[src/rtl/h_dmux_pkg.sv]
`default_nettype none
// ============================================================================
//  Module      : h_dmux_pkg
//  Description : Shared definitions for the registered 4-way 16-bit demux:
//                channel index constants and default widths.
//  Revision    : 1.0 - initial release
// ============================================================================
package h_dmux_pkg;

    // Channel index encoding used on the select input
    localparam logic [1:0] CH_A = 2'd0;
    localparam logic [1:0] CH_B = 2'd1;
    localparam logic [1:0] CH_C = 2'd2;
    localparam logic [1:0] CH_D = 2'd3;

    // Number of output channels
    localparam int NUM_CH = 4;

    // Default data word width and per-channel counter width
    localparam int DEF_WIDTH = 16;
    localparam int DEF_CNT_W = 8;

endpackage : h_dmux_pkg
`default_nettype wire

[src/rtl/h_chan_reg16.sv]
`default_nettype none
// ============================================================================
//  Module      : h_chan_reg16
//  Description : One output channel of the demux: a single-entry data
//                register with a valid bit (EMPTY/FULL) and a wrapping
//                accepted-word counter.
//  Revision    : 1.0 - initial release
// ============================================================================
module h_chan_reg16 #(
    parameter int WIDTH = 16,
    parameter int CNT_W = 8
) (
    input  logic             clk,
    input  logic             rst_n,
    input  logic             load,
    input  logic [WIDTH-1:0] in_data,
    input  logic             out_ready,
    output logic [WIDTH-1:0] data,
    output logic             valid,
    output logic [CNT_W-1:0] cnt
);

    logic [WIDTH-1:0] r_data;
    logic             r_valid;
    logic [CNT_W-1:0] r_cnt;

    // Load takes priority over drain so a simultaneous drain+load keeps the
    // channel full with the new word (full throughput on one channel).
    always_ff @(posedge clk or negedge rst_n) begin
        if (!rst_n) begin
            r_data  <= '0;
            r_valid <= 1'b0;
            r_cnt   <= '0;
        end else if (load) begin
            r_data  <= in_data;
            r_valid <= 1'b1;
            r_cnt   <= r_cnt + CNT_W'(1);
        end else if (r_valid && out_ready) begin
            r_valid <= 1'b0;
        end
    end

    assign data  = r_data;
    assign valid = r_valid;
    assign cnt   = r_cnt;

endmodule : h_chan_reg16
`default_nettype wire

[src/rtl/h_dmux4way16_reg.sv]
`default_nettype none
// ============================================================================
//  Module      : h_dmux4way16_reg
//  Description : Registered 1-to-4 demultiplexer for 16-bit words. One
//                valid/ready input is routed by a 2-bit select into one of
//                four single-entry output registers, each with its own
//                valid/ready handshake and accepted-word counter.
//  Revision    : 1.0 - initial release
// ============================================================================
module h_dmux4way16_reg
    import h_dmux_pkg::*;
#(
    parameter int WIDTH = DEF_WIDTH,
    parameter int CNT_W = DEF_CNT_W
) (
    input  logic                    clk,
    input  logic                    rst_n,
    input  logic [WIDTH-1:0]        in_data,
    input  logic [1:0]              in_sel,
    input  logic                    in_valid,
    output logic                    in_ready,
    output logic [NUM_CH*WIDTH-1:0] out_data,
    output logic [NUM_CH-1:0]       out_valid,
    input  logic [NUM_CH-1:0]       out_ready,
    output logic [NUM_CH*CNT_W-1:0] cnt
);

    logic [NUM_CH-1:0] w_valid;
    logic [NUM_CH-1:0] w_load;
    logic              w_sel_free;
    logic              w_acc;

    // Readiness depends only on the selected channel, so a stalled channel
    // never blocks traffic aimed at the others. Held low during reset.
    assign w_sel_free = !w_valid[in_sel] || out_ready[in_sel];
    assign in_ready   = rst_n && w_sel_free;
    assign w_acc      = in_valid && in_ready;

    // Decode the select into a one-hot load strobe for the accepted word
    always_comb begin
        w_load = '0;
        if (w_acc) begin
            case (in_sel)
                CH_A:    w_load[0] = 1'b1;
                CH_B:    w_load[1] = 1'b1;
                CH_C:    w_load[2] = 1'b1;
                CH_D:    w_load[3] = 1'b1;
                default: w_load    = '0;
            endcase
        end
    end

    generate
        for (genvar g = 0; g < NUM_CH; g++) begin : g_chan
            h_chan_reg16 #(
                .WIDTH (WIDTH),
                .CNT_W (CNT_W)
            ) u_chan (
                .clk       (clk),
                .rst_n     (rst_n),
                .load      (w_load[g]),
                .in_data   (in_data),
                .out_ready (out_ready[g]),
                .data      (out_data[g*WIDTH +: WIDTH]),
                .valid     (w_valid[g]),
                .cnt       (cnt[g*CNT_W +: CNT_W])
            );
        end
    endgenerate

    assign out_valid = w_valid;

endmodule : h_dmux4way16_reg
`default_nettype wire

[config.mk]
export PLATFORM = sky130hd
export DESIGN_NAME = h_dmux4way16_reg
export DESIGN_NICKNAME = d
export VERILOG_FILES = /design/src/rtl/h_dmux_pkg.sv /design/src/rtl/h_chan_reg16.sv /design/src/rtl/h_dmux4way16_reg.sv
export SDC_FILE = /design/constraint.sdc
export NUM_CORES = 1
export LEC_CHECK = 0
export ABC_AREA = 1
export ABC_CLOCK_PERIOD_IN_PS = 1500
export BUFFER_PORTS_ARGS = -buffer_cell sky130_fd_sc_hd__buf_2
export CAP_MARGIN = 20
export CORE_AREA = 2 2 98 100
export CTS_BUF_LIST = sky130_fd_sc_hd__clkbuf_2
export DETAILED_ROUTE_END_ITERATION = 8
export DIE_AREA = 0 0 100 102
export GPL_ROUTABILITY_DRIVEN = 0
export PLACE_DENSITY = 0.88
export REMOVE_ABC_BUFFERS = 1
export SLEW_MARGIN = 20
export SYNTH_ARGS = -nofsm -noshare
export SYNTH_HDL_FRONTEND = slang
export SYNTH_SLANG_ARGS = --single-unit
[constraint.sdc]
create_clock -name clk -period 1.5 [get_ports clk]
set_clock_uncertainty 0.2 [all_clocks]
set_input_delay 0.15 -clock clk [delete_from_list [all_inputs] [get_ports clk]]
set_output_delay 0.15 -clock clk [all_outputs]
set_load 0.01 [all_outputs]
Word-level counts from Yosys, hierarchy flattened

Cells that the tools add are included.

Register bits: 100
Latch bits: 0
Memory bits (writable): 0
Bits in read-only memories: 0
Bits of input ports: 25
Output and inout port bits: 101
Logic and storage cells: 50
Memories kept: 0

Add/sub/neg operators: 4
Multipliers: 0
Div/mod/pow operators: 0
Magnitude comparators: 1
Eq/ne operators: 3
Shift-type cells: 0
Multiplexer cells: 17
Bitwise logic cells: 0
Reductions and logical operators: 13

Operators by type and width:

| cell                                                       | number |
|---|---|
| adder 8 x 1 -> 8 bit, second input constant                | 4 |
| two-way mux 1 bit                                          | 14 |
| nonzero test 2 bit                                         | 4 |
| logical AND 1 bit                                          | 6 |
| binary-select mux 1 bit (select 2 bit)                     | 2 |
| equality test 2 bit, second input constant                 | 2 |
| two-way mux 4 bit                                          | 1 |
| less-than comparator 2 x 3 -> 1 bit, second input constant | 1 |
| equality test 2 x 1 -> 1 bit, second input constant        | 1 |
| logical NOT 2 bit                                          | 1 |
| logical NOT 1 bit                                          | 1 |
| logical OR 1 bit                                           | 1 |

Logic depth before layout (Yosys ltp)

Gate-level depths: netlist of run 1.

Depth in word-level cells: 8
Depth in mapped cells: 12
Depth with buffers taken out: 10

By module

A second synthesis of run 1 with hierarchy kept.

Cells, all modules: 483
Area total of the unflattened synthesis: 4,249.1 um^2

Modules (own cells, without submodules):

| module           | instances | cells each | area an instance (um^2) | sequential area each (um^2) |
|---|---|---|---|---|
| h_chan_reg16     | 4         | 113        | 1,024.7                 | 625.6 |
| h_dmux4way16_reg | 1         | 31         | 150.1                   | 0.0 |

Least setup slack after synthesis of run 1

Ideal clock, no wire load.

Path type: flip-flop to flip-flop
From: reg g_chan[3].u_chan.r_valid
To: reg g_chan[0].u_chan.r_cnt[2]
Data arrival time: 1,208 ps
Setup slack: -25 ps
Cell stages (with the launch flop): 10
Buffers on the path: 1
Cell sequence: dfrtp_1 -> nand2_1 -> nand2_1 -> nand2_1 -> nand2_1 -> nand2_2 -> nand4_1 -> buf_2 -> nand2_1 -> nand2_1

Word-level cells in the longest chain between the ends: 7

Ends and longest elaborated chain:

| element                                 | line                   | text |
|---|---|---|
| start: declaration                      | h_chan_reg16.sv:24     | `logic r_valid;` |
| start signal: assignment                | h_chan_reg16.sv:32     | `r_valid <= 1'b0;` |
| start signal: assignment                | h_chan_reg16.sv:36     | `r_valid <= 1'b1;` |
| start signal: assignment                | h_chan_reg16.sv:39     | `r_valid <= 1'b0;` |
| binary-select mux 1 bit (select 2 bit)  | h_dmux4way16_reg.sv:35 | `assign w_sel_free = !w_valid[in_sel] \|\| out_ready[in_sel];` |
| two-way mux 1 bit (implied by the code) | h_dmux4way16_reg.sv:35 |  |
| logical NOT 1 bit                       | h_dmux4way16_reg.sv:35 |  |
| logical OR 1 bit                        | h_dmux4way16_reg.sv:35 |  |
| logical AND 1 bit                       | h_dmux4way16_reg.sv:36 | `assign in_ready = rst_n && w_sel_free;` |
| logical AND 1 bit                       | h_dmux4way16_reg.sv:37 | `assign w_acc = in_valid && in_ready;` |
| two-way mux 4 bit                       | h_dmux4way16_reg.sv:42 | `if (w_acc) begin` |
| end signal: assignment                  | h_chan_reg16.sv:37     | `r_cnt <= r_cnt + CNT_W'(1);` |
| end: declaration                        | h_chan_reg16.sv:25     | `logic [CNT_W-1:0] r_cnt;` |

Every way passes these cells. The select of a mux whose other input is x is not followed.
A chain may end at the register's enable or synchronous reset.

Final worst setup path of run 1

From: reg g_chan[3].u_chan.r_valid
To: reg g_chan[2].u_chan.r_cnt[7]

Word-level cells in the longest chain between the ends: 7

Ends and longest elaborated chain:

| element                                 | line |
|---|---|
| binary-select mux 1 bit (select 2 bit)  | h_dmux4way16_reg.sv:35 |
| two-way mux 1 bit (implied by the code) | h_dmux4way16_reg.sv:35 |
| logical NOT 1 bit                       | h_dmux4way16_reg.sv:35 |
| logical OR 1 bit                        | h_dmux4way16_reg.sv:35 |
| logical AND 1 bit                       | h_dmux4way16_reg.sv:36 |
| logical AND 1 bit                       | h_dmux4way16_reg.sv:37 |
| two-way mux 4 bit                       | h_dmux4way16_reg.sv:42 |
| end signal: assignment                  | h_chan_reg16.sv:37 |
| end: declaration                        | h_chan_reg16.sv:25 |

Every way passes these cells. The select of a mux whose other input is x is not followed.

==> results of run 1 <==
[state kept, by name, indices dropped and copies added, names as in the netlist]
register	flops
g_chan.u_chan.data	64
g_chan.u_chan.cnt	32
g_chan.u_chan.valid	4
[layout make-up]
type                       count  area share
sequential                   100       0.352
timing repair buffer         275       0.324
multi-input combinational    379       0.282
tap                          111      0.0195
inverter                      15     0.00791
clock buffer                  10     0.00703
clock inverter                 6     0.00668
antenna                        2    0.000703
[worst max-delay path by stage]
| stage | to | from | depth (start not counted) | slack [ns] |
|---|---|---|---|---|
| finish | g_chan[2].u_chan.cnt[7] | g_chan[3].u_chan.valid | 12 | -0.49 |
| global route | g_chan[2].u_chan.cnt[7] | g_chan[1].u_chan.valid | 12 | -0.55 |
| CTS | in_ready | g_chan[3].u_chan.valid | 6 | -0.38 |
| detailed placement | g_chan[2].u_chan.cnt[3] | in_sel[0] | 12 | -0.16 |
| global placement | g_chan[3].u_chan.data[3] | in_sel[0] | 12 | -0.08 |
| floorplan | g_chan[0].u_chan.cnt[0] | g_chan[3].u_chan.valid | 8 | -0.36 |
[power by group through the flow]
stage,Clock [µW],Combinational (µW),Sequential [µW]
floorplan,0,621,3850
global placement,0,1750,3590
detailed placement,0,1820,3630
CTS,1210,2490,3540
global route,1340,3260,3640
finish,1230,3030,3600
[repair_timing]
action	4_1_cts	5_1_grt
buffers inserted	60	37
endpoints found under the setup margin	177	248
gates cloned	6	1
resized for setup	51	124
pin swaps	7	37
endpoints found under the hold margin	186	24
[layout by cell type (no fill, tap or decap), types with 2 or more instances in the layout]
| cell type | count |
|---|---|
| nand2_1 | 221 |
| dfrtp_1 | 100 |
| buf_2 | 99 |
| buf_4 | 90 |
| nand2_2 | 66 |
| buf_6 | 43 |
| dlygate4sd3_1 | 24 |
| nand2_4 | 21 |
| nand3_1 | 16 |
| inv_1 | 14 |
| nor2_1 | 12 |
| xnor2_1 | 12 |
| xor2_1 | 12 |
| buf_12 | 11 |
| clkbuf_2 | 10 |
| buf_16 | 5 |
| nor2_4 | 4 |
| nand4_1 | 4 |
| o21ai_2 | 4 |
| ha_1 | 4 |
| diode_2 | 2 |
| clkinvlp_4 | 2 |
| buf_8 | 2 |
[per-stage QoR]
step                      cell area (µm²)  hold WS, ns  setup WS [ns]  setup TNS [ns]  utilization
after detailed placement             5280       -0.157         -0.157          -11.90        0.580
after CTS                            6420      -0.0526         -0.382          -29.64        0.704
after global placement               5280       -0.159        -0.0842           -6.03        0.580
after global routing                 7110      -0.0260         -0.555          -52.67        0.781
final                                7110      -0.0175         -0.488          -39.78        0.781
after floorplan                      4230       -0.346         -0.356          -35.34            -
[cell families (layout without fill, tap and decap cells)]
family                     Yosys count  count (layout)  synth area share
adders and majority gates            4               4            0.0114
other                                0               2                 0
DFF                                100             100             0.570
buffers and inverters               36             306            0.0504
xor gates and xnor gates            24              24            0.0479
AOI/OAI and AO/OA                    5               5           0.00627
and+or+nand+nor                    346             346             0.314
[routing by layer]
layer	vias up	routed length (µm)
met5	-	0
met4	0	667
met3	63	1160
met2	255	8380
met1	2313	5860
li1	2101	-
[critical path, cell delays in order (launching register included)]
cell,delay (ns)
dfrtp_1,0.46
nand2_1,0.07
nand2_1,0.04
nand2_1,0.07
nand2_2,0.08
buf_6,0.12
nand2_4,0.09
nand3_4,0.10
buf_12,0.15
nor2_4,0.25
clkbuf_16,0.23
nand2_1,0.07
nand2_1,0.06
==> flow_metrics.env, run 1 <==
export IMPL_track_usage=0.284
export IMPL_finalPower_uw=7860
export IMPL_maxCapViolCount=0
export IMPL_syn_area_mm2=0.00439
export IMPL_hp_class="in2async"
export IMPL_layout_nets=809
export IMPL_yosys_top_cells_area="dfrtp_1 (57%), nand2_1 (26%), xnor2_1 (2.4%)"
export IMPL_cts_buffers=9
export IMPL_cts_root_buf="clkbuf_2"
export IMPL_ys_seq_area_frac=0.570
export IMPL_rr_worst_depth=12
export IMPL_start_util=0.482
export IMPL_gr_usage_met3=0.0540
export IMPL_ys_ff_latch=100
export IMPL_ys_flop_type="dfrtp_1"
export IMPL_busiest_layer="met2"
export IMPL_synth_edff_count=0
export IMPL_failed_checks="negative hold slack, negative setup slack"
export IMPL_fill_cells=527
export IMPL_power_density_mw_per_mm2=1100
export IMPL_drive_gt1_frac=0.464
export IMPL_grt_setup_unrepaired="true"
export IMPL_p_leak_uw=0.00415
export IMPL_synthArstFlopShare=1.00
export IMPL_critPathKind="reg2reg"
export IMPL_hold_viol=6
export IMPL_period_share=1.33
export IMPL_yosys_warnings=0
export IMPL_worst_setup_path_start_kind="flop"
export IMPL_tightest_slew_ns=0.669
export IMPL_clock_fmax_ghz=0.503
export IMPL_die_height_um=102
export IMPL_fin_ws_ns=-0.488
export IMPL_io_pins=126
export IMPL_synth_top_cell_by_area="dfrtp_1"
export IMPL_syn_mean_instance_area_um2=8.53
export IMPL_cp_arrival_ns=2.31
export IMPL_clockBufferDepth=2
export IMPL_grt_pass1_vias=4564
export IMPL_internal_power_uw=5000
export IMPL_swShare=0.364
export IMPL_dr_pass1_iters=7
export IMPL_syn_to_final_growth_pct=62.0
export IMPL_worst_r2r_setup_slack_ns=-0.49
export IMPL_cts_tree="built"
export IMPL_fin_cells=898
export IMPL_cts_sinks=100
export IMPL_drc_errors=0
export IMPL_seqCellArea_mm2=0.00250
export IMPL_cp_data_required_time_ns=1.82
export IMPL_vias=4732
export IMPL_crit_reg2reg_launch="g_chan[3].u_chan.valid"
export IMPL_synth_top_area_share=0.570
export IMPL_antenna_found_initial=1
export IMPL_fin_crit_ns=1.99
export IMPL_die_width_um=100
export IMPL_status="finished with violations"
export IMPL_grtUsageMet1=0.338
export IMPL_p_seq_frac=0.458
export IMPL_drt_iter0_markers=308
export IMPL_routed_via_density=5.27
export IMPL_dieArea_mm2=0.0102
export IMPL_setup_violations=139
export IMPL_pwr_share_clk=0.156
export IMPL_combPwrFrac=0.386
export IMPL_antenna_left=0
export IMPL_reg2reg_to="g_chan[2].u_chan.cnt[7]"
export IMPL_grt_overflow=0
export IMPL_path_clk_slew_ns=0.32
export IMPL_yosysMostFrequentCell="nand2_1"
export IMPL_end_kind="flop"
export IMPL_met2_usage=0.506
export IMPL_cp_max_fo=8
export IMPL_peakVddDrop_uv=699
export IMPL_drv_slew=0
export IMPL_clk_latency_ns=0.54
export IMPL_multiInputGateArea_mm2=0.00201
export IMPL_max_slew_margin_rel=0.553
export IMPL_rows=35
export IMPL_h_tree_depth=3
export IMPL_grt_pass1_wl_mm=22.5
export IMPL_wirelength_mm=16.1
export IMPL_synth_common_cells="nand2_1 (307), dfrtp_1 (100), nand3_1 (16), inv_1 (14)"
export IMPL_whs_ns=-0.0175
export IMPL_coreArea_mm2=0.00911
export IMPL_dpl_cell_count=755
export IMPL_synth_cell_types=19
export IMPL_routedWlPerCell_um=17.9
export IMPL_power_switching_uw=2860
export IMPL_grt_max_degree=50
export IMPL_dp_hpwl_mm=8.19
export IMPL_holdBufCountCts=24
export IMPL_syn_inst=515
export IMPL_port_buffers=125
Power figures use the tool's default switching activity.
==> run 2: changes to the inputs <==
CELL_PAD_IN_SITES_DETAIL_PLACEMENT = 1   (was default)
CELL_PAD_IN_SITES_GLOBAL_PLACEMENT = 1   (was default)
CORE_AREA = 2 2 116 118   (was 2 2 98 100)
DIE_AREA = 0 0 118 120   (was 0 0 100 102)
PLACE_DENSITY = 0.86   (was 0.88)
==> run 2 against run 1 <==
The run ends with negative setup slack left. Non-clock buffer count rose by 1. Design area fell by 2.0%. Sequential cell count did not move. Fmax fell by 3.3%. Sequential power barely moved. Global-route usage fell by 5.6 points. Critical path type unchanged. Largest cell class unchanged. Largest power group unchanged. Highest routed layer unchanged.
==> flow_metrics.env, run 2 (same netlist as run 1, synthesis figures left out) <==
export IMPL_status="finished with violations"
export IMPL_failed_checks="negative setup slack"
export IMPL_period_share=1.37
export IMPL_die_height_um=120
export IMPL_grt_max_degree=53
export IMPL_p_leak_uw=0.00396
export IMPL_wirelength_mm=16.8
export IMPL_power_switching_uw=2700
export IMPL_layout_nets=810
export IMPL_rows=42
export IMPL_vias=4570
export IMPL_fin_crit_ns=2.06
export IMPL_peakVddDrop_uv=476
export IMPL_power_density_mw_per_mm2=1160
export IMPL_grt_overflow=0
export IMPL_final_common_cell="nand2_1"
export IMPL_clock_fmax_ghz=0.486
export IMPL_met1_length_mm=6.77
export IMPL_clockBufferDepth=2
export IMPL_antenna_left=0
export IMPL_cp_max_fo=6
export IMPL_start_util=0.338
export IMPL_p_seq_frac=0.445
export IMPL_drive_gt1_frac=0.400
export IMPL_hp_class="in2reg"
export IMPL_critPathKind="reg2reg"
export IMPL_grt_pass1_wl_mm=25.3
export IMPL_largest_reg_flops=64
export IMPL_drt_iter0_markers=180
export IMPL_coreArea_mm2=0.0130
export IMPL_fin_ws_ns=-0.556
export IMPL_track_usage=0.229
export IMPL_max_slew_margin_rel=0.547
export IMPL_wl_met2_mm=8.95
export IMPL_hold_viol=0
export IMPL_die_width_um=118
export IMPL_dr_wl_met3_um=690
export IMPL_dr_pass1_iters=4
export IMPL_routedWlPerCell_um=17.4
export IMPL_routed_via_density=4.75
export IMPL_combPwrFrac=0.350
export IMPL_finalPower_uw=8110
export IMPL_grt_setup_unrepaired="true"
export IMPL_end_kind="flop"
export IMPL_drc_errors=0
export IMPL_cts_tree="built"
export IMPL_pwr_share_clk=0.205
export IMPL_tightest_slew_ns=0.679
export IMPL_swShare=0.333
export IMPL_cp_data_required_time_ns=1.82
export IMPL_h_tree_depth=3
export IMPL_io_pins=126
export IMPL_worst_setup_path_start_kind="flop"
export IMPL_place_ws_ns=-0.186
export IMPL_cts_sinks=100
export IMPL_drv_slew=0
export IMPL_port_buffers=125
export IMPL_syn_to_final_growth_pct=58.9
export IMPL_maxCapViolCount=0
export IMPL_grt_pass1_vias=4935
export IMPL_antenna_found_initial=0
export IMPL_cts_root_buf="clkbuf_2"
export IMPL_clk_latency_ns=0.61
export IMPL_highest_layer="met4"
export IMPL_dieArea_mm2=0.0142
export IMPL_dp_hpwl_mm=9.91
export IMPL_cts_buffers=9
export IMPL_setup_violations=192
export IMPL_cp_arrival_ns=2.38
export IMPL_most_common_layout_cells="nand2_1 (272), dfrtp_1 (99), buf_2 (99), buf_4 (95), buf_6 (41)"
export IMPL_internal_power_uw=5410
export IMPL_path_clk_slew_ns=0.31
-- run 2: metal layers --
layer | track usage | vias up
met4 | 0.0745 | 0
met1 | 0.266 | 2316
met3 | 0.0509 | 29
met5 | 0 | -
met2 | 0.416 | 119
li1 | - | 2106
-- run 2: final cells by class --
class	instances	area [µm²]
Fill cell	1572	6000
Sequential cell	100	2500
Timing Repair Buffer	276	2260
Multi-Input combinational cell	379	1780
Tap cell	176	220
Clock inverter	4	98.8
Inverter	15	56.3
Clock buffer	11	55.1
Antenna cell	1	2.50
-- run 2: final timing paths --
path | cells past startpoint | start | endpoint | slack [ns]
max | 13 | g_chan[0].u_chan.valid | g_chan[3].u_chan.data[1] | -0.56
min | 7 | in_sel[1] | g_chan[3].u_chan.cnt[1] | 0.03
max reg2reg | 13 | g_chan[0].u_chan.valid | g_chan[3].u_chan.data[1] | -0.56
min reg2reg | 2 | g_chan[0].u_chan.data[5] | g_chan[0].u_chan.data[5] | 0.32
max in group asynchronous | 3 | rst_n | g_chan[3].u_chan.cnt[5] | 0.30
min in group asynchronous | 3 | rst_n | g_chan[1].u_chan.data[4] | 0.25
-- run 2: power by group through the flow --
stage	Combinational, µW	Clock [µW]	Sequential, µW
floorplan	621	0	3850
global placement	1780	0	3630
detailed placement	1890	0	3660
CTS	2530	1680	3570
global route	3090	1800	3660
finish	2840	1660	3610
-- run 2: metrics by stage --
stage / hold WS (ns) / cells / utilization / setup TNS (ns) / instance area, µm²
2_1_floorplan: -0.346 / 494 / - / -35.34 / 4230
3_3_place_gp: -0.224 / 825 / 0.417 / -4.39 / 5410
3_5_place_dp: -0.218 / 825 / 0.417 / -15.11 / 5410
4_1_cts: 0.00960 / 932 / 0.503 / -46.75 / 6530
5_1_grt: -0.00189 / 961 / 0.537 / -69.56 / 6970
6_report: 0.0318 / 962 / 0.537 / -52.99 / 6980
-- run 2: timing repair --
action,CTS,global route
cloned,4,2
endpoints found under the hold margin,199,1
hold buffers,24,1
resized for setup,29,69
pin swaps,5,11
setup buffers,66,29
setup endpoints to repair,201,201
-- run 2: critical path, stage by stage (launching register included) --
cell and delay, ns:
dfrtp_1 0.47, nand2_1 0.09, nand2_1 0.07, nand2_1 0.08, nand2_2 0.07, buf_4 0.15, nand2_4 0.10, nand3_4 0.09
buf_6 0.16, nor2_4 0.17, buf_6 0.13, buf_12 0.11, nand2_1 0.05, nand2_1 0.05
==> run 3: changes to the inputs <==
CORE_AREA = 2 2 121 123   (was 2 2 116 118)
DIE_AREA = 0 0 123 125   (was 0 0 118 120)
PLACE_DENSITY = 0.8   (was 0.86)
==> run 3 against run 2 <==
The flow still finishes with violations (negative setup slack). Worst hold slack got worse by 0.00062 ns. First-iteration DRC count increased by 17%. Combinational power increased by 8.5%. Global-route usage decreased by 2.5 points. Sequential share of layout area decreased by 1.5 points. Via count decreased by 0.35%. Routed wire length increased by 3.6%. Fmax decreased by 0.27%. Core utilization decreased by 2.5 points. Total power decreased by 1.8%. Largest power group unchanged.
==> flow_metrics.env, run 3 (same netlist as run 1, synthesis figures left out) <==
export IMPL_status="finished with violations"
export IMPL_failed_checks="negative setup slack"
export IMPL_antenna_left=0
export IMPL_dp_hpwl_mm=9.30
export IMPL_dr_pass1_iters=4
export IMPL_cts_buffers=9
export IMPL_die_width_um=123
export IMPL_worst_r2r_setup_slack_ns=-0.50
export IMPL_clock_fmax_ghz=0.485
export IMPL_cts_tree="built"
export IMPL_syn_to_final_growth_pct=65.8
export IMPL_fin_ws_ns=-0.561
export IMPL_crit_chain="nand2_1, nand2_1, nand2_2, nand2_2, a21boi_2, buf_2"
export IMPL_worst_setup_path_start_kind="flop"
export IMPL_crit_buf_inv=1
export IMPL_setup_violations=201
export IMPL_place_ws_ns=-0.182
export IMPL_rr_worst_depth=13
export IMPL_end_kind="primary output"
export IMPL_start_util=0.309
export IMPL_maxCapViolCount=0
export IMPL_peakVddDrop_uv=526
export IMPL_critPathKind="reg2out"
export IMPL_cts_sinks=100
export IMPL_grt_pass1_wl_mm=24.2
export IMPL_cts_root_buf="clkbuf_2"
export IMPL_largest_reg_flops=64
export IMPL_hp_class="in2reg"
export IMPL_tightest_slew_ns=0.538
export IMPL_grt_setup_unrepaired="true"
export IMPL_drc_errors=0
export IMPL_drive_gt1_frac=0.390
export IMPL_crit_slowest_cell="dfrtp_1"
export IMPL_most_common_layout_cells="nand2_1 (286), dfrtp_1 (99), buf_4 (99), buf_2 (85), buf_6 (62)"
export IMPL_final_common_cell="nand2_1"
export IMPL_port_buffers=125
export IMPL_routed_via_density=4.60
export IMPL_cp_arrival_ns=1.71
export IMPL_cp_max_fo=2
export IMPL_fin_crit_ns=2.06
export IMPL_hold_end="g_chan[0].u_chan.valid"
export IMPL_crit_family="flip-flops"
export IMPL_n_antenna_cell=0
export IMPL_dieArea_mm2=0.0154
export IMPL_drv_slew=0
export IMPL_period_share=1.37
export IMPL_whs_path_depth=3
export IMPL_cp_slowest_stage_delay_ns=0.45
export IMPL_power_density_mw_per_mm2=1090
export IMPL_cp_data_required_time_ns=1.15
export IMPL_drt_iter0_markers=211
export IMPL_layout_nets=831
export IMPL_clockBufferDepth=2
export IMPL_reg2reg_to="g_chan[2].u_chan.cnt[6]"
export IMPL_grt_pass1_vias=4696
export IMPL_antenna_found_initial=0
export IMPL_routedWlPerCell_um=17.5
export IMPL_grt_overflow=0
export IMPL_io_pins=126
export IMPL_hp_start="out_ready[0]"
export IMPL_track_usage=0.203
export IMPL_finalPower_uw=7960
export IMPL_grt_max_degree=99
export IMPL_crit_reg2reg_launch="g_chan[2].u_chan.valid"
export IMPL_wirelength_mm=17.4
export IMPL_rows=44
export IMPL_clk_latency_ns=0.63
export IMPL_max_slew_margin_rel=0.641
export IMPL_tns_ns=-49.62
export IMPL_hold_viol=0
export IMPL_h_tree_depth=3
export IMPL_vias=4554
export IMPL_die_height_um=125
export IMPL_p_leak_uw=0.00410
export IMPL_path_clk_slew_ns=0.26
export IMPL_coreArea_mm2=0.0142
==> run 3: layout make-up <==
type                       count  area, µm²
clock buffer                   9       45.0
clock inverter                 6       56.3
fill                        1662       6930
inverter                      15       56.3
multi-input combinational    379       1740
sequential                   100       2500
tap                          184        230
timing repair buffer         297       2650
==> run 3: timing repair <==
action	CTS	global route
cloned	3	9
gates resized for setup	39	61
endpoints found under the hold margin	200	1
setup buffers	58	45
setup endpoints to repair	201	201
pin swaps	5	7
hold buffers	28	1
==> run 3: where the power goes <==
part	leakage, µW	switching [µW]	internal, µW	total (µW)
clock network	0.0000666	928	363	1290
logic	0.00275	1410	1670	3080
registers	0.00129	384	3210	3590
==> run 3: through the flow <==
step	instance area, µm²	util	hold WS, ns	cells
detailed placement	5430	0.382	-0.211	834
CTS	6540	0.460	0.0101	938
floorplan	4230	-	-0.346	494
global placement	5430	0.382	-0.214	834
finish	7280	0.512	0.0312	990
global route	7280	0.512	0.0182	990
==> run 3: worst max path at each step <==
stage	start	endpoint	slack, ns	cells after the start
CTS	g_chan[2].u_chan.valid	in_ready	-0.50	6
global placement	g_chan[1].u_chan.valid	g_chan[1].u_chan.data[1]	-0.1	10
floorplan	g_chan[3].u_chan.valid	g_chan[0].u_chan.cnt[0]	-0.36	8
global route	g_chan[2].u_chan.valid	in_ready	-0.63	6
detailed placement	in_sel[0]	g_chan[3].u_chan.valid	-0.18	9
finish	g_chan[2].u_chan.valid	in_ready	-0.56	6
==> run 3: per-layer routing <==
metal / vias to the layer above / track usage / part of all wire
met5: - / 0 / 0
li1: 2131 / - / -
met4: 0 / 0.0715 / 0.025
met1: 2277 / 0.248 / 0.41
met2: 117 / 0.355 / 0.52
met3: 29 / 0.0392 / 0.044
==> run 3: worst reg2reg max path: cells and delay by family, from the launching register on <==
kind / cells / cell delay [ns]
DFF: 1 / 0.45
buffers and inverters: 4 / 0.59
and+or+nand+nor: 9 / 0.67
